==> src/rtl/fp_norm_round.sv <==
// Post-adder normalize/round stage of the binary32 FPU: leading-zero normalization,
// round-to-nearest-even and packing, as a two-stage valid/ready pipeline.

module fp_lzc24 (
    input  logic [23:0] value,
    output logic [4:0]  count
);
    always_comb begin
        count = 5'd24;
        // Later (higher) set bits overwrite earlier ones, so the MSB wins.
        for (int i = 0; i < 24; i++) begin
            if (value[i]) count = 5'(23 - i);
        end
    end
endmodule

module fp_norm_round #(
    parameter int EXP_W = 8,
    parameter int MAN_W = 24
) (
    input  logic                     clk,
    input  logic                     rst,
    input  logic                     in_valid,
    output logic                     in_ready,
    input  logic                     in_sign,
    input  logic [EXP_W-1:0]         in_exp,
    input  logic [MAN_W+3:0]         in_man,
    output logic                     out_valid,
    input  logic                     out_ready,
    output logic [EXP_W+MAN_W-1:0]   out_result,
    output logic                     out_overflow,
    output logic                     out_underflow,
    output logic                     out_inexact
);
    localparam int FW = MAN_W + 3;
    localparam int XW = EXP_W + 2;
    localparam logic [XW-1:0] EXP_MAX = XW'((1 << EXP_W) - 1);

    typedef struct packed {
        logic             sign;
        logic [MAN_W-1:0] sig;
        logic             g;
        logic             r;
        logic             s;
        logic [XW-1:0]    exp;
        logic             zero;
        logic             ovf;
        logic             sub;
    } s1_t;

    logic s1_valid;
    logic s2_ready;
    s1_t  s1_next;
    s1_t  s1;

    assign s2_ready = !out_valid || out_ready;
    assign in_ready = !s1_valid || s2_ready;

    // ---------------- stage 1: normalize ----------------
    logic [XW-1:0] e_base;
    logic [XW-1:0] shift_limit;
    logic [4:0]    lz_hi;
    logic [4:0]    lz_lo;
    logic [5:0]    lz_sum;
    logic [4:0]    lz;
    logic [4:0]    sh;
    logic [FW-1:0] norm;

    assign e_base = (in_exp == '0) ? XW'(1) : XW'(in_exp);

    // The 27-bit field is split into the 24-bit significand and the 3 GRS bits.
    fp_lzc24 u_lzc_hi (.value(in_man[FW-1:3]),        .count(lz_hi));
    fp_lzc24 u_lzc_lo (.value({in_man[2:0], 21'b0}), .count(lz_lo));

    assign lz_sum      = (lz_hi == 5'd24) ? (6'd24 + {1'b0, lz_lo}) : {1'b0, lz_hi};
    assign lz          = (lz_sum > 6'd26) ? 5'd26 : lz_sum[4:0];
    assign shift_limit = e_base - XW'(1);
    assign sh          = (XW'(lz) > shift_limit) ? shift_limit[4:0] : lz;
    assign norm        = in_man[FW-1:0] << sh;

    always_comb begin
        // NOTE: every field gets a default first so no branch can infer a latch.
        s1_next      = '0;
        s1_next.sign = in_sign;
        s1_next.exp  = e_base;
        if (in_man == '0) begin
            s1_next.zero = 1'b1;
        end else if (in_man[FW]) begin
            s1_next.sig = in_man[FW:4];
            s1_next.g   = in_man[3];
            s1_next.r   = in_man[2];
            s1_next.s   = in_man[1] | in_man[0];
            s1_next.exp = e_base + XW'(1);
            s1_next.ovf = (e_base + XW'(1)) >= EXP_MAX;
        end else begin
            s1_next.sig = norm[FW-1:3];
            s1_next.g   = norm[2];
            s1_next.r   = norm[1];
            s1_next.s   = norm[0];
            s1_next.exp = e_base - XW'(sh);
            s1_next.sub = !norm[FW-1];
        end
    end

    // ---------------- stage 2: round and pack ----------------
    logic                   inexact;
    logic                   round_up;
    logic [MAN_W:0]         sum;
    logic [MAN_W-1:0]       r_sig;
    logic [XW-1:0]          r_exp;
    logic                   r_ovf;
    logic [EXP_W+MAN_W-1:0] res_result;
    logic                   res_ovf;
    logic                   res_unf;
    logic                   res_inx;

    assign inexact  = s1.g | s1.r | s1.s;
    assign round_up = s1.g & (s1.r | s1.s | s1.sig[0]);
    assign sum      = {1'b0, s1.sig} + (MAN_W + 1)'(round_up);

    always_comb begin
        r_sig = sum[MAN_W-1:0];
        r_exp = s1.exp;
        if (sum[MAN_W]) begin
            r_sig = {1'b1, {(MAN_W-1){1'b0}}};
            r_exp = s1.exp + XW'(1);
        end else if (s1.sub) begin
            // A subnormal that rounds into the hidden bit becomes the smallest normal.
            r_exp = XW'(r_sig[MAN_W-1]);
        end
        r_ovf = s1.ovf || (r_exp >= EXP_MAX);

        res_result = {s1.sign, r_exp[EXP_W-1:0], r_sig[MAN_W-2:0]};
        res_ovf    = 1'b0;
        res_unf    = inexact & s1.sub;
        res_inx    = inexact;
        if (s1.zero) begin
            res_result = {s1.sign, {(EXP_W+MAN_W-1){1'b0}}};
            res_unf    = 1'b0;
            res_inx    = 1'b0;
        end else if (r_ovf) begin
            res_result = {s1.sign, {EXP_W{1'b1}}, {(MAN_W-1){1'b0}}};
            res_ovf    = 1'b1;
            res_unf    = 1'b0;
            res_inx    = 1'b1;
        end
    end

    // ---------------- pipeline registers ----------------
    // NOTE: state uses non-blocking assignments so both stages update from pre-edge values.
    always_ff @(posedge clk) begin
        if (rst) begin
            s1_valid <= 1'b0;
        end else if (in_ready) begin
            s1_valid <= in_valid;
        end
    end

    // NOTE: the stage-1 payload is not reset; s1_valid alone qualifies it.
    always_ff @(posedge clk) begin
        if (in_valid && in_ready) begin
            s1 <= s1_next;
        end
    end

    always_ff @(posedge clk) begin
        if (rst) begin
            out_valid     <= 1'b0;
            out_result    <= '0;
            out_overflow  <= 1'b0;
            out_underflow <= 1'b0;
            out_inexact   <= 1'b0;
        end else if (s2_ready) begin
            out_valid <= s1_valid;
            if (s1_valid) begin
                out_result    <= res_result;
                out_overflow  <= res_ovf;
                out_underflow <= res_unf;
                out_inexact   <= res_inx;
            end
        end
    end
endmodule
==> config.mk <==
export PLATFORM = sky130hd
export DESIGN_NAME = fp_norm_round
export DESIGN_NICKNAME = d
export VERILOG_FILES = /design/src/rtl/fp_norm_round.sv
export SDC_FILE = /design/constraint.sdc
export NUM_CORES = 1
export LEC_CHECK = 0
export CAP_MARGIN = 30
export CORE_ASPECT_RATIO = 0.9
export CORE_MARGIN = 1
export CORE_UTILIZATION = 50
export CTS_BUF_LIST = sky130_fd_sc_hd__clkbuf_2 sky130_fd_sc_hd__clkbuf_4 sky130_fd_sc_hd__clkbuf_8
export CTS_CLUSTER_SIZE = 30
export DETAILED_ROUTE_END_ITERATION = 6
export PLACE_DENSITY = 0.73
export SLEW_MARGIN = 10
export SYNTH_ARGS = -nofsm -noshare
export SYNTH_HDL_FRONTEND = slang
export SYNTH_SLANG_ARGS = --single-unit
==> constraint.sdc <==
create_clock -name clk -period 10.69 [get_ports clk]
set_input_delay 3.207 -clock clk [delete_from_list [all_inputs] [get_ports clk]]
set_output_delay 3.207 -clock clk [all_outputs]
set_load 0.03 [all_outputs]
==> flow_summary.toml <==
[grt]
antenna_found_initial = 0
grt_use_met1_pct = 40.67
grt_max_degree = 42
grt-busiest-layer = "met2"
met2_usage_pct = 49.92
grt_pass1_wl_mm = 30.33
gr-total-overflow = 0
gr-usage-met3_pct = 3.457
grt_pass1_vias = 5568
track_usage_pct = 30.47

[place]
place_congestion = 0.9958
dpl-instance-area_um2 = 6980
pre_cts_ws_ns = 1.343
hpwl_mm = 14.55
dp.cells = 931
numPortBuffers = 77

[detailed_routing]
drc = 0
wirelength_mm = 19.01
dr.pass1.iters = 6
ant_nets = 0
vias = 6102
wl_per_cell_um = 20.07
viasPerCell = 6.444
drt-initial-drc-count = 675

[synth]
synth_compound_area_share_pct = 27.04
syn_area_per_cell_um2 = 8.371
yosys_warnings = 0
synth_area_um2 = 6136
async_flop_share_pct = 0
synth_edf_count = 41
ys_seq_elements = 78
synth_fp_nets = 788
synth_top_family_by_area = "compound AO/OA/AOI/OAI gates"
synthSimpleGateAreaFrac_pct = 21.31
synth_fa_ha_area_share_pct = 2.977
synth_xor_area_share_pct = 4.425
yosysSeqAreaShare_pct = 32.14
synthFlopType = "edfxtp_1"
netlist_instances = 733
synth_cell_types = 77
synth_mux_area_share_pct = 7.504

[cells_and_area]
design_area_um2 = 7151
layout_common_cells = "86 x nand2_1, 77 x clkdlybuf4s50_1, 62 x o21ai_0"
fin_util_pct = 59.44
finalNonFillerCells = 947
nFillCells = 1057
nNetsFinal = 837
final_common_cell = "nand2_1"
syn_to_final_growth_pct = 16.54
drive_above_1_share_pct = 6.734
diodes = 0

[floorplan]
die_height_um = 107.1
die_area_um2 = 12720
ios = 78
row_count = 38
start_util_pct = 51.01
core_um2 = 12030
die_w_um = 118.8

[critical_path]
cp.required_ns = 10.79
cp-end-kind = "register"
worstPathArrival_ns = 9.19
worstPathMaxFanout = 35
cp-start-kind = "input pin"
worstSetupPathType = "in2reg"

[sta]
maxSlewHeadroom_pct = 30.61
fin_crit_ns = 9.097
holdWs_ns = 0.4521
fmax_mhz = 109.9
period_share_pct = 85.10
fin_tns_setup_ns = 0
rsz0062_at_grt = "no"
fin_ws_ns = 1.593
drv_slew = 0
hold_violations = 0
finalSetupViolCount = 0
worstMarginPinSlew_ns = 1.035
skew_ns = 0.005883

[power_and_ir_drop]
irDropWorstVdd_v = 0.00005213
cellLeakagePower_nw = 2.607
power_mw = 0.7599
power.density_nw_per_um2 = 106.3

[clocking]
clockBufferDepth = 2
clk_pin_slew_ns = 0.07
cts-resized-gates = 0
cts_buffers = 9
cts_root_buf = "clkbuf_8"
cts_setup_buffers = 0
clock-sinks = 78
cts_tree = "built"
clk_latency_ns = 0.35
postCtsHoldBufs = 0
h-tree-depth = 3

[status]
outcome = "completed"

[hold_path]
hold_class = "reg2reg"

[job]
cap_violations = 0
[layout make-up]
| cell class | count | area, µm² | share of cell area, % |
|---|---|---|---|
| multi-input cells | 587 | 3885 | 54.33 |
| flip-flops and latches | 78 | 1972 | 27.58 |
| repair buffers | 88 | 853.3 | 11.93 |
| well taps | 160 | 200.2 | 2.800 |
| clock buffers | 14 | 161.4 | 2.257 |
| inverters | 18 | 70.07 | 0.9799 |
| clock inverters | 2 | 8.758 | 0.1225 |
[kinds of logic (layout without fill, tap and decap cells)]
family,count (synthesis),in the layout
DFF,78,78
and+or+nand+nor,262,262
AOI/OAI and AO/OA,242,242
muxes,38,38
buffers and inverters,68,122
adders and majority gates,14,14
xor gates and xnor gates,31,31
[layer usage]
metal / wire, µm / vias to the layer above
met2: 8620 / 331
li1: - / 2893
met4: 618 / 0
met3: 1371 / 54
met5: 0 / -
met1: 8396 / 2824
[flip-flops by register name (all words and copies together), names as in the netlist]
| register | flops |
|---|---|
| out_inexact | 1 |
| out_overflow | 1 |
| out_result | 32 |
| out_underflow | 1 |
| out_valid | 1 |
| s1 | 41 |
| s1_valid | 1 |
[synthesized netlist by cell type (16+ instances only)]
library cell / number / area (µm²)
a21o_1: 17 / 127.6
a21oi_1: 47 / 235.2
clkbuf_1: 31 / 116.4
dfxtp_1: 37 / 740.7
edfxtp_1: 41 / 1231
inv_1: 16 / 60.06
mux2i_1: 31 / 310.3
nand2_1: 86 / 322.8
nand3_1: 24 / 120.1
nor2_1: 49 / 183.9
nor3_1: 25 / 125.1
o21ai_0: 62 / 310.3
xnor2_1: 18 / 157.7
[worst max-delay path, cell delays in order]
cell and delay [ns]:
clkdlybuf4s50_1 0.57, nor4_1 0.45, a31oi_1 0.38, ha_1 0.37, xnor2_1 0.49, ha_1 0.37
a21oi_1 0.14, a21boi_0 0.14, or2_2 0.36, nand2_1 0.47, a21oi_4 0.09, buf_4 0.24
inv_4 0.35, ha_1 0.32, a21o_1 0.18, a21o_1 0.20, a21o_1 0.19, a21o_1 0.19
nor4_1 0.18, nor2_1 0.08, nor2_1 0.11, xor2_1 0.08
[power breakdown]
| group | leakage, nW | internal [mW] | switching, mW | total (mW) |
|---|---|---|---|---|
| clock network | 0.0932 | 0.0963 | 0.0930 | 0.189 |
| registers | 0.705 | 0.338 | 0.0162 | 0.354 |
| logic | 1.81 | 0.0843 | 0.132 | 0.216 |
| total | 2.61 | 0.519 | 0.241 | 0.760 |
[path summary, 6_finish.rpt]
kind / to / slack [ns] / cells after the start / startpoint
worst min register to register: out_result[23] / 0.45 / 1 / out_result[23]
worst min-delay path: out_result[23] / 0.45 / 1 / out_result[23]
worst max-delay path: s1[10] / 1.59 / 22 / in_exp[5]
worst max register to register: out_result[5] / 7.11 / 10 / s1[16]
No activity file was read; power rests on OpenSTA's default activity.
